===== src/rtl/mem_arbiter_pkg.sv =====
// Shared definitions for the three-port SRAM arbiter: FSM encoding,
// requester IDs and the wait-state limit.
package mem_arbiter_pkg;

    typedef enum logic [1:0] {
        ST_IDLE   = 2'd0,
        ST_ACCESS = 2'd1,
        ST_DONE   = 2'd2
    } state_t;

    localparam logic [1:0] ID_INSTR = 2'd0;
    localparam logic [1:0] ID_DATA  = 2'd1;
    localparam logic [1:0] ID_JTAG  = 2'd2;

    // Round-robin memory of which core port was granted last.
    localparam logic LG_INSTR = 1'b0;
    localparam logic LG_DATA  = 1'b1;

    localparam int WAIT_CYCLES_MAX = 7;

endpackage


===== src/rtl/mem_arb_pick.sv =====
// Combinational winner selection: JTAG (only while paused) first, then
// instr/data round-robin on the last-grant bit.
module mem_arb_pick
    import mem_arbiter_pkg::*;
(
    input  logic       jtag_req,
    input  logic       instr_req,
    input  logic       data_req,
    input  logic       is_paused,
    input  logic       last_grant,
    output logic [1:0] winner_id,
    output logic       valid
);

    always_comb begin
        winner_id = ID_INSTR;
        valid     = 1'b0;
        if (jtag_req && is_paused) begin
            winner_id = ID_JTAG;
            valid     = 1'b1;
        end else if (instr_req && data_req) begin
            winner_id = (last_grant == LG_INSTR) ? ID_DATA : ID_INSTR;
            valid     = 1'b1;
        end else if (instr_req) begin
            winner_id = ID_INSTR;
            valid     = 1'b1;
        end else if (data_req) begin
            winner_id = ID_DATA;
            valid     = 1'b1;
        end
    end

endmodule


===== src/rtl/mem_arbiter.sv =====
// Single-port SRAM arbiter for JTAG, instruction and data requesters.
// IDLE -> ACCESS (WAIT_CYCLES+1 cycles) -> DONE (ack pulse) -> IDLE.
module mem_arbiter
    import mem_arbiter_pkg::*;
#(
    parameter int WAIT_CYCLES = 1
) (
    input  logic        i_clk,
    input  logic        i_rst,
    input  logic        i_isPaused,
    input  logic        i_jtagReq,
    input  logic        i_instrReq,
    input  logic        i_dataReq,
    input  logic [15:0] i_jtagAddr,
    input  logic [15:0] i_instrAddr,
    input  logic [15:0] i_dataAddr,
    input  logic        i_jtagWr,
    input  logic        i_dataWr,
    input  logic [15:0] i_jtagData,
    input  logic [15:0] i_dataData,
    output logic        o_jtagAck,
    output logic        o_instrAck,
    output logic        o_dataAck,
    output logic [15:0] o_rdData,
    output logic [15:0] o_memAddr,
    output logic        o_memWr,
    output logic        o_memEn,
    output logic [15:0] o_memDataOut,
    output logic        o_memDrive,
    input  logic [15:0] i_memData,
    output logic        o_busy,
    output logic [1:0]  o_dbgState
);

    localparam logic [2:0] WAIT_LAST =
        3'((WAIT_CYCLES > WAIT_CYCLES_MAX) ? WAIT_CYCLES_MAX : WAIT_CYCLES);

    state_t      state_q, state_d;
    logic [2:0]  wait_cnt_q, wait_cnt_d;
    logic [1:0]  winner_q, winner_d;
    logic [15:0] addr_q, addr_d;
    logic        wr_q, wr_d;
    logic [15:0] wdata_q, wdata_d;
    logic [15:0] rd_data_q, rd_data_d;
    logic        last_grant_q, last_grant_d;

    logic [1:0]  pick_id;
    logic        pick_valid;

    mem_arb_pick u_pick (
        .jtag_req   (i_jtagReq),
        .instr_req  (i_instrReq),
        .data_req   (i_dataReq),
        .is_paused  (i_isPaused),
        .last_grant (last_grant_q),
        .winner_id  (pick_id),
        .valid      (pick_valid)
    );

    // Req/ack handshake: a request is sampled only on an edge where the FSM
    // is IDLE; once latched the access always runs to completion and the
    // winner sees exactly one ack pulse in DONE, whatever its request does.
    always_comb begin
        state_d      = state_q;
        wait_cnt_d   = wait_cnt_q;
        winner_d     = winner_q;
        addr_d       = addr_q;
        wr_d         = wr_q;
        wdata_d      = wdata_q;
        rd_data_d    = rd_data_q;
        last_grant_d = last_grant_q;
        case (state_q)
            ST_IDLE: begin
                if (pick_valid) begin
                    winner_d   = pick_id;
                    wait_cnt_d = 3'd0;
                    state_d    = ST_ACCESS;
                    case (pick_id)
                        ID_JTAG: begin
                            addr_d  = i_jtagAddr;
                            wr_d    = i_jtagWr;
                            wdata_d = i_jtagData;
                        end
                        ID_DATA: begin
                            addr_d       = i_dataAddr;
                            wr_d         = i_dataWr;
                            wdata_d      = i_dataData;
                            last_grant_d = LG_DATA;
                        end
                        default: begin
                            addr_d       = i_instrAddr;
                            wr_d         = 1'b0;
                            wdata_d      = 16'h0000;
                            last_grant_d = LG_INSTR;
                        end
                    endcase
                end
            end
            ST_ACCESS: begin
                if (wait_cnt_q == WAIT_LAST) begin
                    state_d = ST_DONE;
                    if (!wr_q) begin
                        rd_data_d = i_memData;
                    end
                end else begin
                    wait_cnt_d = wait_cnt_q + 3'd1;
                end
            end
            ST_DONE: begin
                state_d = ST_IDLE;
            end
            default: begin
                state_d = ST_IDLE;
            end
        endcase
    end

    always_ff @(posedge i_clk or posedge i_rst) begin
        if (i_rst) begin
            state_q      <= ST_IDLE;
            wait_cnt_q   <= 3'd0;
            winner_q     <= ID_INSTR;
            addr_q       <= 16'h0000;
            wr_q         <= 1'b0;
            wdata_q      <= 16'h0000;
            rd_data_q    <= 16'h0000;
            last_grant_q <= LG_INSTR;
        end else begin
            state_q      <= state_d;
            wait_cnt_q   <= wait_cnt_d;
            winner_q     <= winner_d;
            addr_q       <= addr_d;
            wr_q         <= wr_d;
            wdata_q      <= wdata_d;
            rd_data_q    <= rd_data_d;
            last_grant_q <= last_grant_d;
        end
    end

    // Outputs decode straight from flops so an async reset clears them at once.
    always_comb begin
        o_memEn      = (state_q == ST_ACCESS);
        o_memWr      = o_memEn && wr_q;
        o_memDrive   = o_memEn && wr_q;
        o_memDataOut = o_memDrive ? wdata_q : 16'h0000;
        o_memAddr    = addr_q;
        o_jtagAck    = (state_q == ST_DONE) && (winner_q == ID_JTAG);
        o_instrAck   = (state_q == ST_DONE) && (winner_q == ID_INSTR);
        o_dataAck    = (state_q == ST_DONE) && (winner_q == ID_DATA);
        o_rdData     = rd_data_q;
        o_busy       = (state_q != ST_IDLE);
        o_dbgState   = state_q;
    end

endmodule


===== config.mk =====
export PLATFORM = sky130hd
export DESIGN_NAME = mem_arbiter
export DESIGN_NICKNAME = d
export VERILOG_FILES = /design/src/rtl/mem_arbiter_pkg.sv /design/src/rtl/mem_arb_pick.sv /design/src/rtl/mem_arbiter.sv
export SDC_FILE = /design/constraint.sdc
export NUM_CORES = 1
export LEC_CHECK = 0
export CAP_MARGIN = 20
export CORE_MARGIN = 2
export CORE_UTILIZATION = 39
export CTS_BUF_LIST = sky130_fd_sc_hd__clkbuf_4 sky130_fd_sc_hd__clkbuf_8 sky130_fd_sc_hd__clkbuf_16
export DETAILED_ROUTE_END_ITERATION = 8
export PLACE_DENSITY = 0.8
export SLEW_MARGIN = 10
export SYNTH_ARGS = -nofsm -noshare
export SYNTH_HDL_FRONTEND = slang
export SYNTH_HIERARCHICAL = 1
export SYNTH_SLANG_ARGS = --single-unit
export TNS_END_PERCENT = 10

===== constraint.sdc =====
create_clock -name i_clk -period 2.67 [get_ports i_clk]
set_input_delay 0.534 -clock i_clk [delete_from_list [all_inputs] [get_ports i_clk]]
set_output_delay 0.534 -clock i_clk [all_outputs]
set_load 0.01 [all_outputs]

Word-level counts from Yosys, hierarchy flattened

Index checks and enable logic that the tools add are counted.

Add/sub/neg operators: 1
Equal/unequal tests: 10
Muxes and demuxes: 20
Bitwise operators: 2
Reductions and logical operators: 15

Operator list:

| operator                                                         | number |
|---|---|
| 16-bit one-hot mux with 2 select lines                           | 2 |
| 16-bit 2-to-1 mux                                                | 1 |
| 2-bit 2-to-1 mux                                                 | 5 |
| 3-bit AND reduction                                              | 3 |
| 2-bit by 1-bit == test with 1-bit output (second input constant) | 3 |
| 2-bit == test (second input constant)                            | 3 |
| 1-bit logical AND                                                | 6 |
| 1-bit 2-to-1 mux                                                 | 6 |
| 3-bit 2-to-1 mux                                                 | 2 |
| 3-bit one-hot mux with 2 select lines                            | 1 |
| 2-bit zero test                                                  | 2 |
| 2-bit != test (second input constant)                            | 2 |
| 1-bit one-hot mux with 2 select lines                            | 2 |
| 2-bit one-hot mux with 2 select lines                            | 1 |
| 2-bit AND reduction                                              | 2 |
| 2-bit nonzero test                                               | 2 |
| 3-bit by 1-bit adder with 3-bit output (second input constant)   | 1 |
| 3-bit by 1-bit == test with 1-bit output (second input constant) | 1 |
| 2-bit by 1-bit != test with 1-bit output (second input constant) | 1 |
| 1-bit inverter                                                   | 2 |

Register bits after elaboration: 57
Input port bits: 104
Output and inout port bits: 57
Word-level logic and storage cells: 56

Longest topological paths before layout

Gate-level depths: netlist (run 1).

Word-level depth: 7
Mapped depth: 8
Mapped depth without buffers: 6

Cells and area by module

The synthesis (run 1) kept the hierarchy.

By module, submodules not included:

| module       | instances | cells an instance | area an instance (um2) | seq. area each (um2) |
|---|---|---|---|---|
| mem_arbiter  | 1         | 264               | 2971.6                 | 1426.4 |
| mem_arb_pick | 1         | 4                 | 26.3                   | 0.0 |

Worst setup path after synthesis (run 1)

Ideal clock, no wire load.

Path type: input-to-reg
Start point: input port i_jtagReq
End point: register addr_q[0], in the netlist o_memAddr[0]
Library setup time: 128 ps
Arrival time: 2044 ps
Required time: 2542 ps
Setup slack: 498 ps
Stages: 8
Buffers on the path: 2
Cell sequence: and2_4 a211oi_1 inv_1 ha_1 clkbuf_1 clkbuf_1 a221oi_1 o31ai_2

Word-level cells in the longest chain between the ends: 4
Elaborated cells on any way between the ends: 7
Those cells by class: eq/ne: 2; mux: 3; reduce/logical: 2

RTL lines:

| element                                                                   | line               | text |
|---|---|---|
| start, declared                                                           | mem_arbiter.sv:11  | `input logic i_jtagReq,` |
| 1-bit logical AND (*)                                                     | mem_arb_pick.sv:18 | `if (jtag_req && is_paused) begin` |
| 2-bit 2-to-1 mux (*)                                                      | mem_arb_pick.sv:18 |  |
| via pick_id[0]                                                            | mem_arbiter.sv:47  | `logic [1:0] pick_id;` |
| 2-bit by 1-bit == test with 1-bit output or 2-bit == test (tied branches) | mem_arbiter.sv:78  | `case (pick_id)` |
| 16-bit one-hot mux with 2 select lines (*)                                | mem_arbiter.sv:78  |  |
| end signal, assigned                                                      | mem_arbiter.sv:132 | `addr_q <= addr_d;` |
| end, declared                                                             | mem_arbiter.sv:41  | `logic [15:0] addr_q, addr_d;` |

The timed path passes the listed nets; every way through them passes the cells marked *.
A chain may end at the register's enable or synchronous reset.

Worst setup path after layout (run 1)

Start point: register state_q[1], in the netlist o_dbgState[1]
End point: output port o_memDataOut[11]

Word-level cells in the longest chain between the ends: 3

RTL lines:

| element                                  | line               | text |
|---|---|---|
| start, declared                          | mem_arbiter.sv:38  | `state_t state_q, state_d;` |
| start signal, assigned                   | mem_arbiter.sv:129 | `state_q <= state_d;` |
| 2-bit by 1-bit == test with 1-bit output | mem_arbiter.sv:142 | `o_memEn = (state_q == ST_ACCESS);` |
| 1-bit logical AND                        | mem_arbiter.sv:144 | `o_memDrive = o_memEn && wr_q;` |
| 16-bit 2-to-1 mux                        | mem_arbiter.sv:145 | `o_memDataOut = o_memDrive ? wdata_q : 16'h0000;` |
| end, declared                            | mem_arbiter.sv:28  | `output logic [15:0] o_memDataOut,` |

Every way passes these cells.

==> impl_metrics.toml, run 1 <==
[cts]
clock_path_buffers = 2
numCtsBuffers = 9
cts_tree = "yes"
clock_sinks = 57
worstSkewPairLatency_ns = 0.32
cts_max_level = 3
post_cts_buffers = 0
clk_pin_slew_ns = 0.06
root_buffer = "clkbuf_8"
postCtsHoldBufs = 0

[outcome]
outcome = "completed"

[placed_design]
dpl_worst_slack_ns = 0.1079
place.gp.congestion = 0.7303
dp_hpwl_mm = 6.321
port_buffers = 160

[power]
pwr-share-clk_pct = 17.5
p_int_mw = 3.036
peakVddDrop_v = 0.0003671
pwr-share-seq_pct = 32.5
comb_power_share_pct = 50.0
power_leakage_nw = 2.064
p_switching_mw = 1.588
power_density_mw_per_mm2 = 942.2
swShare_pct = 34.34

[grt]
grtUsageTotal_pct = 20.43
grt_pass1_vias = 2692
antenna_found_initial = 0
grt_pass1_wl_mm = 13.43
grt_max_degree = 34
grt_remaining_overflow = 0

[routing]
route.met2.wl_mm = 3.957
top_layer_used = "met4"
wl_mm = 8.434
wl_met1_mm = 3.495
wl_met3_um = 795
drtIter0Drc = 55
dr.pass1.iters = 4
vias_per_cell = 5.159
drc = 0
via_count = 2729
ant_nets = 0
wl_per_cell_um = 15.94

[synthesis]
ys_warn_count = 6
synth_seq_cells = 57
synth_cell_types = 35
syn-instance-count = 268
syn_avg_cell_area_um2 = 11.19
syn_nets = 377
synth_area_mm2 = 0.002998
ys_top_cells_by_area = "dfrtp_1 (48%), o31ai_2 (6.3%), mux2_4 (5.0%)"
synth.top_cell.area_share_pct = 47.58
yosysTopAreaCell = "dfrtp_1"
yosysSeqAreaShare_pct = 47.58

[final_layout]
antenna_cells = 0
final_layout_size_suffix_gt1_share_pct = 16.51
area_growth_pct = 63.73
final_common_cell = "clkdlybuf4s50_1"
mostFrequentLayoutCells = "clkdlybuf4s50_1 (160), dfrtp_1 (57), nand2_1 (36)"
n_fill_cell = 552
fin_nets = 535

[worst_setup_path]
startpoint_type = "register"
cp.arrival_ns = 2.02
slowest_stage = "clkdlybuf4s50_1"
crit_chain = "nand2b_2 > inv_2 > buf_12 > and3_1 > clkdlybuf4s50_1"
crit_path_end_kind = "primary output"
cp_data_required_time_ns = 2.14
cpPeakStageDelay_ns = 0.54
crit_path_max_fanout = 17
crit_type = "reg2out"

[floorplanning]
row_count = 31
die-width_um = 91.68
dieArea_mm2 = 0.008404
die_h_um = 91.68
core_mm2 = 0.007331
initial_utilization_pct = 40.89
io_pins = 161

[flow_run]
cap_viol_max_count = 0

[sta]
setup_tns_ns = 0
report.final.setup_viol = 0
fmax_ghz = 0.3913
setup_ws_ns = 0.1142
rsz0062_at_grt = "no"
final_hold_viol_count = 0
skew_ns = 0.007097
layout_min_cycle_time_ns = 2.556
worstMarginPinSlew_ns = 0.5844
relSlewSlack_pct = 60.98
timing.final.crit_share_pct = 95.72
finalMaxSlewViolations = 0

[hold_path]
hp-class = "reg2reg"
-- worst max-delay path: cells and delay by family, from the launching register on --
kind | cells | cell delay (ns)
buffers and inverters | 3 | 0.80
and+or+nand+nor | 2 | 0.44
DFF | 1 | 0.46
-- kinds of logic after synthesis --
kind of cell / synth area share (%)
simple gates: 15.23
compound gates: 21.08
flops: 47.58
buf+inv: 6.052
mux: 7.972
fa+ha+maj: 2.087
-- synthesized netlist by cell type --
cell type	n
or3_1	1
a21bo_2	1
buf_12	1
nand2b_1	1
dfrtp_1	57
a211oi_1	1
nand3b_1	1
or3b_1	1
and2_1	1
nand2b_2	1
or2_2	1
and3_1	16
buf_1	1
nor3_4	1
nor2_1	2
o22ai_1	1
mux2_4	10
nor2b_1	16
mux2i_1	1
a221oi_1	16
o31ai_2	15
nand3_1	1
nand2_1	36
nor4b_1	1
o21ai_0	2
o31ai_1	19
and2_4	1
clkbuf_1	19
buf_4	1
and4bb_2	2
mux2_2	7
a22oi_1	17
buf_6	5
ha_1	5
inv_1	6
-- state kept, by name (all words and copies together), names as in the netlist --
signal	flops
o_dbgState	2
winner_q	2
wait_cnt_q	3
wdata_q	16
wr_q	1
o_memAddr	16
last_grant_q	1
o_rdData	16
-- final timing paths --
kind	from	end	slack [ns]	depth (start not counted)
max in group asynchronous	i_rst	wdata_q[3]	1.39	3
worst max-delay path	o_dbgState[1]	o_memDataOut[11]	0.11	5
worst max register to register	last_grant_q	o_memAddr[5]	0.81	6
worst min register to register	wdata_q[4]	wdata_q[4]	0.47	2
min in group asynchronous	i_rst	wdata_q[14]	0.60	2
worst min-delay path	wdata_q[4]	wdata_q[4]	0.47	2
-- power by group through the flow --
| stage | Clock [mW] | Combinational, mW | Sequential, mW |
|---|---|---|---|
| final | 0.811 | 2.31 | 1.50 |
| after global placement | 0 | 2.28 | 1.49 |
| after detailed placement | 0 | 2.33 | 1.51 |
| after floorplan | 0 | 1.26 | 1.57 |
| after global routing | 0.869 | 2.51 | 1.56 |
| after CTS | 0.834 | 2.33 | 1.50 |
-- timing repair --
action	4_1_cts	5_1_grt
endpoints found under the setup margin	0	17
hold endpoints to repair	0	0
gates resized for setup	0	1
-- final cells by class --
class / count / area, um^2 / share of cell area, %
Clock buffer: 12 / 158.9 / 3.237
Tap cell: 99 / 123.9 / 2.524
Clock inverter: 3 / 40.04 / 0.8157
Sequential cell: 57 / 1426 / 29.06
Timing Repair Buffer: 174 / 1744 / 35.53
Multi-Input combinational cell: 178 / 1393 / 28.37
Inverter: 6 / 22.52 / 0.4588
-- metrics by stage --
step	utilization [%]	instances	hold WS (ns)	cell area [um^2]	power, mW
6_report	66.96	529	0.4697	4908	4.625
5_1_grt	66.96	529	0.4943	4908	4.932
4_1_cts	66.96	529	0.4736	4908	4.672
3_5_place_dp	64.24	514	0.4598	4710	3.841
3_3_place_gp	64.24	514	0.4519	4710	3.775
2_1_floorplan	-	268	0.4402	2998	2.828
-- layer usage --
metal  up-vias  GRT usage (%)
met5         -              0
met4         0          8.333
met3        19          6.902
met2       135          33.76
met1      1277          24.40
li1       1298              -
Power figures use the tool's default switching activity.
==> run 2: changes to the inputs <==
--- a/config.mk
+++ b/config.mk
@@ -11,6 +11,7 @@
 export CTS_BUF_LIST = sky130_fd_sc_hd__clkbuf_4 sky130_fd_sc_hd__clkbuf_8 sky130_fd_sc_hd__clkbuf_16
 export DETAILED_ROUTE_END_ITERATION = 8
 export PLACE_DENSITY = 0.8
+export REMOVE_ABC_BUFFERS = 1
 export SLEW_MARGIN = 10
 export SYNTH_ARGS = -nofsm -noshare
 export SYNTH_HDL_FRONTEND = slang
==> constraint.sdc (replaced) <==
create_clock -name i_clk -period 2.67 [get_ports i_clk]
set_input_delay 0.534 -clock i_clk [delete_from_list [all_inputs] [get_ports i_clk]]
set_output_delay 0.534 -clock i_clk [all_outputs]
set_load 0.1 [all_outputs]
==> impl_metrics.toml, run 2 (synthesized netlist as in run 1, its figures left out) <==
[power]
p_total_mw = 6.751
power_density_mw_per_mm2 = 1345
power_leakage_nw = 2.196
peakVddDrop_v = 0.0006273

[sta]
relSlewSlack_pct = 63.22
layout_min_cycle_time_ns = 2.454
setup_tns_ns = 0
finalMaxSlewViolations = 0
report.final.setup_viol = 0
timing.final.crit_share_pct = 91.90
rsz0062_at_grt = "no"
skew_ns = 0.006802
worstMarginPinSlew_ns = 0.5517
fmax_ghz = 0.4076
final_hold_viol_count = 0

[floorplanning]
dieArea_mm2 = 0.008404
row_count = 31
core_mm2 = 0.007331
die_h_um = 91.68
io_pins = 161
die-width_um = 91.68
initial_utilization_pct = 40.89

[final_layout]
fin_nets = 532
final_area_mm2 = 0.005019
ff_latch_area_mm2 = 0.001426
mostFrequentLayoutCells = "clkdlybuf4s50_1 (103), dfrtp_1 (57), buf_4 (46)"
n_fill_cell = 561
final_layout_size_suffix_gt1_share_pct = 29.27
final_common_cell = "clkdlybuf4s50_1"
antenna_cells = 0
multi_input_comb_area_mm2 = 0.001393
area_growth_pct = 67.40

[routing]
wl_mm = 8.655
via_count = 2710
drtIter0Drc = 56
dr.pass1.iters = 4
drc = 0
ant_nets = 0
vias_per_cell = 5.152
wl_per_cell_um = 16.45

[worst_setup_path]
reg2reg_slack_ns = 0.82
regToRegStartpoint = "last_grant_q"
crit_path_max_fanout = 20
rr_endpoint = "o_memAddr[2]"
cp.arrival_ns = 1.92
slowest_stage = "dfrtp_1"
crit_chain = "nand2b_2 > clkinvlp_4 > and2_1 > buf_12"
crit_path_end_kind = "primary output"
cp_data_required_time_ns = 2.14
critical_path_buf_inv_count = 2
crit_type = "reg2out"
path_delay_family = "simple AND/OR/NAND/NOR gates"
cpPeakStageDelay_ns = 0.44
startpoint_type = "register"
worst_r2r_path_depth = 6

[cts]
clk_pin_slew_ns = 0.06
cts_tree = "yes"
clock_sinks = 57
root_buffer = "clkbuf_8"
worstSkewPairLatency_ns = 0.33
numCtsBuffers = 9
clock_path_buffers = 2
post_cts_buffers = 0
ctsResizeCount = 0
cts_max_level = 3
postCtsHoldBufs = 0

[flow_run]
cap_viol_max_count = 0

[outcome]
outcome = "completed"

[grt]
grt_max_degree = 39
grt_remaining_overflow = 0
grtUsageTotal_pct = 21.02
grt_pass1_vias = 2841
grt_pass1_wl_mm = 13.70
antenna_found_initial = 0

[placed_design]
place.gp.congestion = 0.7352
port_buffers = 160
place_area_mm2 = 0.004782
dp_hpwl_mm = 6.411

[hold_path]
worstHoldEndpoint = "wdata_q[6]"
whs_path_depth = 2
min_from = "wdata_q[6]"
hp-class = "reg2reg"
run 2: changes by cell type in the layout (fill, tap and decap cells not counted), sizes merged:
cell,change
inv,-1
clkinv,-2
clkdlybuf4s50,-57
clkinvlp,+1
buf,+54
clkbuf,+1
bufinv,+1
run 2: metal layers:
metal | global-route usage [%] | vias to the layer above | share of wire (%)
met2 | 37.38 | 103 | 53
met4 | 7.323 | 0 | 0.88
met3 | 6.738 | 6 | 7.0
met1 | 23.57 | 1303 | 39
li1 | - | 1298 | -
met5 | 0 | - | 0
run 2: layout make-up:
type | count | share of cell area (%)
clock buffer | 13 | 3.441
inverter | 6 | 0.5236
sequential | 57 | 28.42
tap | 99 | 2.468
clock inverter | 2 | 1.197
multi-input combinational | 178 | 27.75
timing repair buffer | 171 | 36.20
run 2: worst min-delay path, delay by kind of cell, from the launching register on:
family          cells  cell delay [ns]
flops               1             0.34
compound gates      1             0.05
simple gates        1             0.05
run 2: worst max path at each step:
stage                              from           end  slack (ns)  depth (start not counted)
final                     o_dbgState[1]    o_memDrive        0.22                          4
after global routing      o_dbgState[1]    o_memDrive        0.10                          4
after CTS                 o_dbgState[1]    o_memDrive        0.07                          4
after detailed placement      i_jtagReq  o_memAddr[0]        0.09                          8
after global placement        i_jtagReq  o_memAddr[8]        0.17                          8
after floorplan           o_dbgState[1]    o_instrAck       -1.99                          1
run 2: per-stage QoR:
step	hold WS, ns	cells	setup WS [ns]	utilization, %
after floorplan	0.4408	241	-1.986	-
after global placement	0.4540	511	0.1700	65.23
after detailed placement	0.4592	511	0.08860	65.23
after CTS	0.4733	526	0.07231	68.41
after global routing	0.4935	526	0.1015	68.46
final	0.4716	526	0.2164	68.46
run 2: where the power goes:
group | switching [mW] | internal (mW) | total (mW)
combinational | 3.08 | 1.22 | 4.30
sequential | 0.259 | 1.25 | 1.51
clock | 0.333 | 0.608 | 0.940
==> run 3: changes to the inputs <==
--- a/config.mk
+++ b/config.mk
@@ -11,7 +11,6 @@
 export CTS_BUF_LIST = sky130_fd_sc_hd__clkbuf_4 sky130_fd_sc_hd__clkbuf_8 sky130_fd_sc_hd__clkbuf_16
 export DETAILED_ROUTE_END_ITERATION = 8
 export PLACE_DENSITY = 0.8
-export REMOVE_ABC_BUFFERS = 1
 export SLEW_MARGIN = 10
 export SYNTH_ARGS = -nofsm -noshare
 export SYNTH_HDL_FRONTEND = slang
==> impl_metrics.toml, run 3 (synthesized netlist as in run 1, its figures left out) <==
[cts]
ctsResizeCount = 0
clock_sinks = 57
post_cts_buffers = 0
clock_path_buffers = 2
cts_tree = "yes"
clk_pin_slew_ns = 0.07
worstSkewPairLatency_ns = 0.35
cts_max_level = 3
postCtsHoldBufs = 0
numCtsBuffers = 9
root_buffer = "clkbuf_8"

[grt]
antenna_found_initial = 0
grt_pass1_vias = 2745
grt_pass1_wl_mm = 13.29
grtUsageTotal_pct = 20.48
grt_max_degree = 31
grt_remaining_overflow = 0

[worst_setup_path]
crit_path_max_fanout = 20
crit_type = "reg2out"
reg2reg_slack_ns = 0.81
worst_r2r_path_depth = 6
startpoint_type = "register"
regToRegStartpoint = "last_grant_q"
cp_data_required_time_ns = 2.14
rr_endpoint = "o_memAddr[6]"
crit_path_end_kind = "primary output"
cp.arrival_ns = 1.89

[routing]
drtIter0Drc = 78
wl_mm = 8.637
via_count = 2738
wl_per_cell_um = 16.30
drc = 0
dr.pass1.iters = 4
ant_nets = 0
vias_per_cell = 5.166

[power]
power_density_mw_per_mm2 = 1317
p_int_mw = 2.918
p_total_mw = 6.594
swShare_pct = 55.75
peakVddDrop_v = 0.0008080
comb_power_share_pct = 64.9
power_leakage_nw = 2.197
pwr-share-seq_pct = 22.9
pwr-share-clk_pct = 12.2
p_switching_mw = 3.676

[floorplanning]
core_mm2 = 0.007331
die_h_um = 91.68
row_count = 31
dieArea_mm2 = 0.008404
initial_utilization_pct = 40.89
die-width_um = 91.68
io_pins = 161

[hold_path]
whs_path_depth = 2
min_from = "wdata_q[2]"
worstHoldEndpoint = "wdata_q[2]"
hp-class = "reg2reg"

[sta]
report.final.setup_viol = 0
layout_min_cycle_time_ns = 2.425
worstMarginPinSlew_ns = 0.5443
skew_ns = 0.008019
finalMaxSlewViolations = 0
timing.final.crit_share_pct = 90.83
relSlewSlack_pct = 63.66
hold_ws_ns = 0.4693
fmax_ghz = 0.4124
rsz0062_at_grt = "no"
final_hold_viol_count = 0

[final_layout]
fin_nets = 535
final_common_cell = "clkdlybuf4s50_1"
final_area_mm2 = 0.005009
mostFrequentLayoutCells = "clkdlybuf4s50_1 (103), dfrtp_1 (55), buf_4 (49)"
area_growth_pct = 67.07
final_layout_size_suffix_gt1_share_pct = 30.63
antenna_cells = 0
stdcell_count = 530

[placed_design]
dp_hpwl_mm = 6.624
place.gp.congestion = 0.7570
dpl.cell_count = 514
place_area_mm2 = 0.004813
port_buffers = 160

[outcome]
outcome = "completed"

[flow_run]
cap_viol_max_count = 0
run 3: metrics by stage:
stage          setup TNS [ns]  worst slack, ns  utilization, %
6_report                    0           0.2449           68.32
5_1_grt                     0           0.1043           68.32
3_5_place_dp                0          0.07966           65.66
4_1_cts                     0           0.2339           68.32
3_3_place_gp                0           0.1675           65.66
2_1_floorplan         -0.7896          -0.3323               -
run 3: critical path, stage by stage, from the launching register on:
cell and delay (ns):
dfrtp_2 0.45, nand2b_2 0.23, inv_1 0.38, and3_1 0.29
buf_12 0.19
run 3: how the worst max path moves through the flow:
stage	start	end	cells after the start	slack [ns]
final	o_dbgState[1]	o_memDataOut[12]	4	0.24
after global routing	o_dbgState[1]	o_memDataOut[12]	4	0.10
after CTS	o_dbgState[1]	o_memDataOut[12]	4	0.23
after detailed placement	i_jtagReq	o_memAddr[12]	8	0.08
after global placement	i_jtagReq	o_memAddr[12]	8	0.17
after floorplan	o_dbgState[1]	o_instrAck	1	-0.33
run 3: layout make-up:
type	count	area (um^2)
sequential	57	1429
timing repair buffer	174	1839
tap	99	123.9
clock inverter	6	57.56
inverter	6	22.52
multi-input combinational	178	1399
fill	539	2322
clock buffer	10	137.6
run 3: routing by layer:
metal  vias to the layer above  share of wire (%)  global-route usage [%]
met2                       140                 49                   34.93
met1                      1280                 39                   22.69
met3                        12                 11                   8.463
li1                       1306                  -                       -
met4                         0                1.8                   7.955
met5                         -                  0                       0
run 3: power groups by stage:
| stage | sequential, mW | clock, mW | combinational [mW] |
|---|---|---|---|
| 4_1_cts | 1.51 | 0.819 | 4.30 |
| 5_1_grt | 1.56 | 0.869 | 4.46 |
| 3_5_place_dp | 1.52 | 0 | 4.30 |
| 3_3_place_gp | 1.50 | 0 | 4.24 |
| 2_1_floorplan | 3.31 | 0 | 1.55 |
| 6_report | 1.51 | 0.807 | 4.28 |
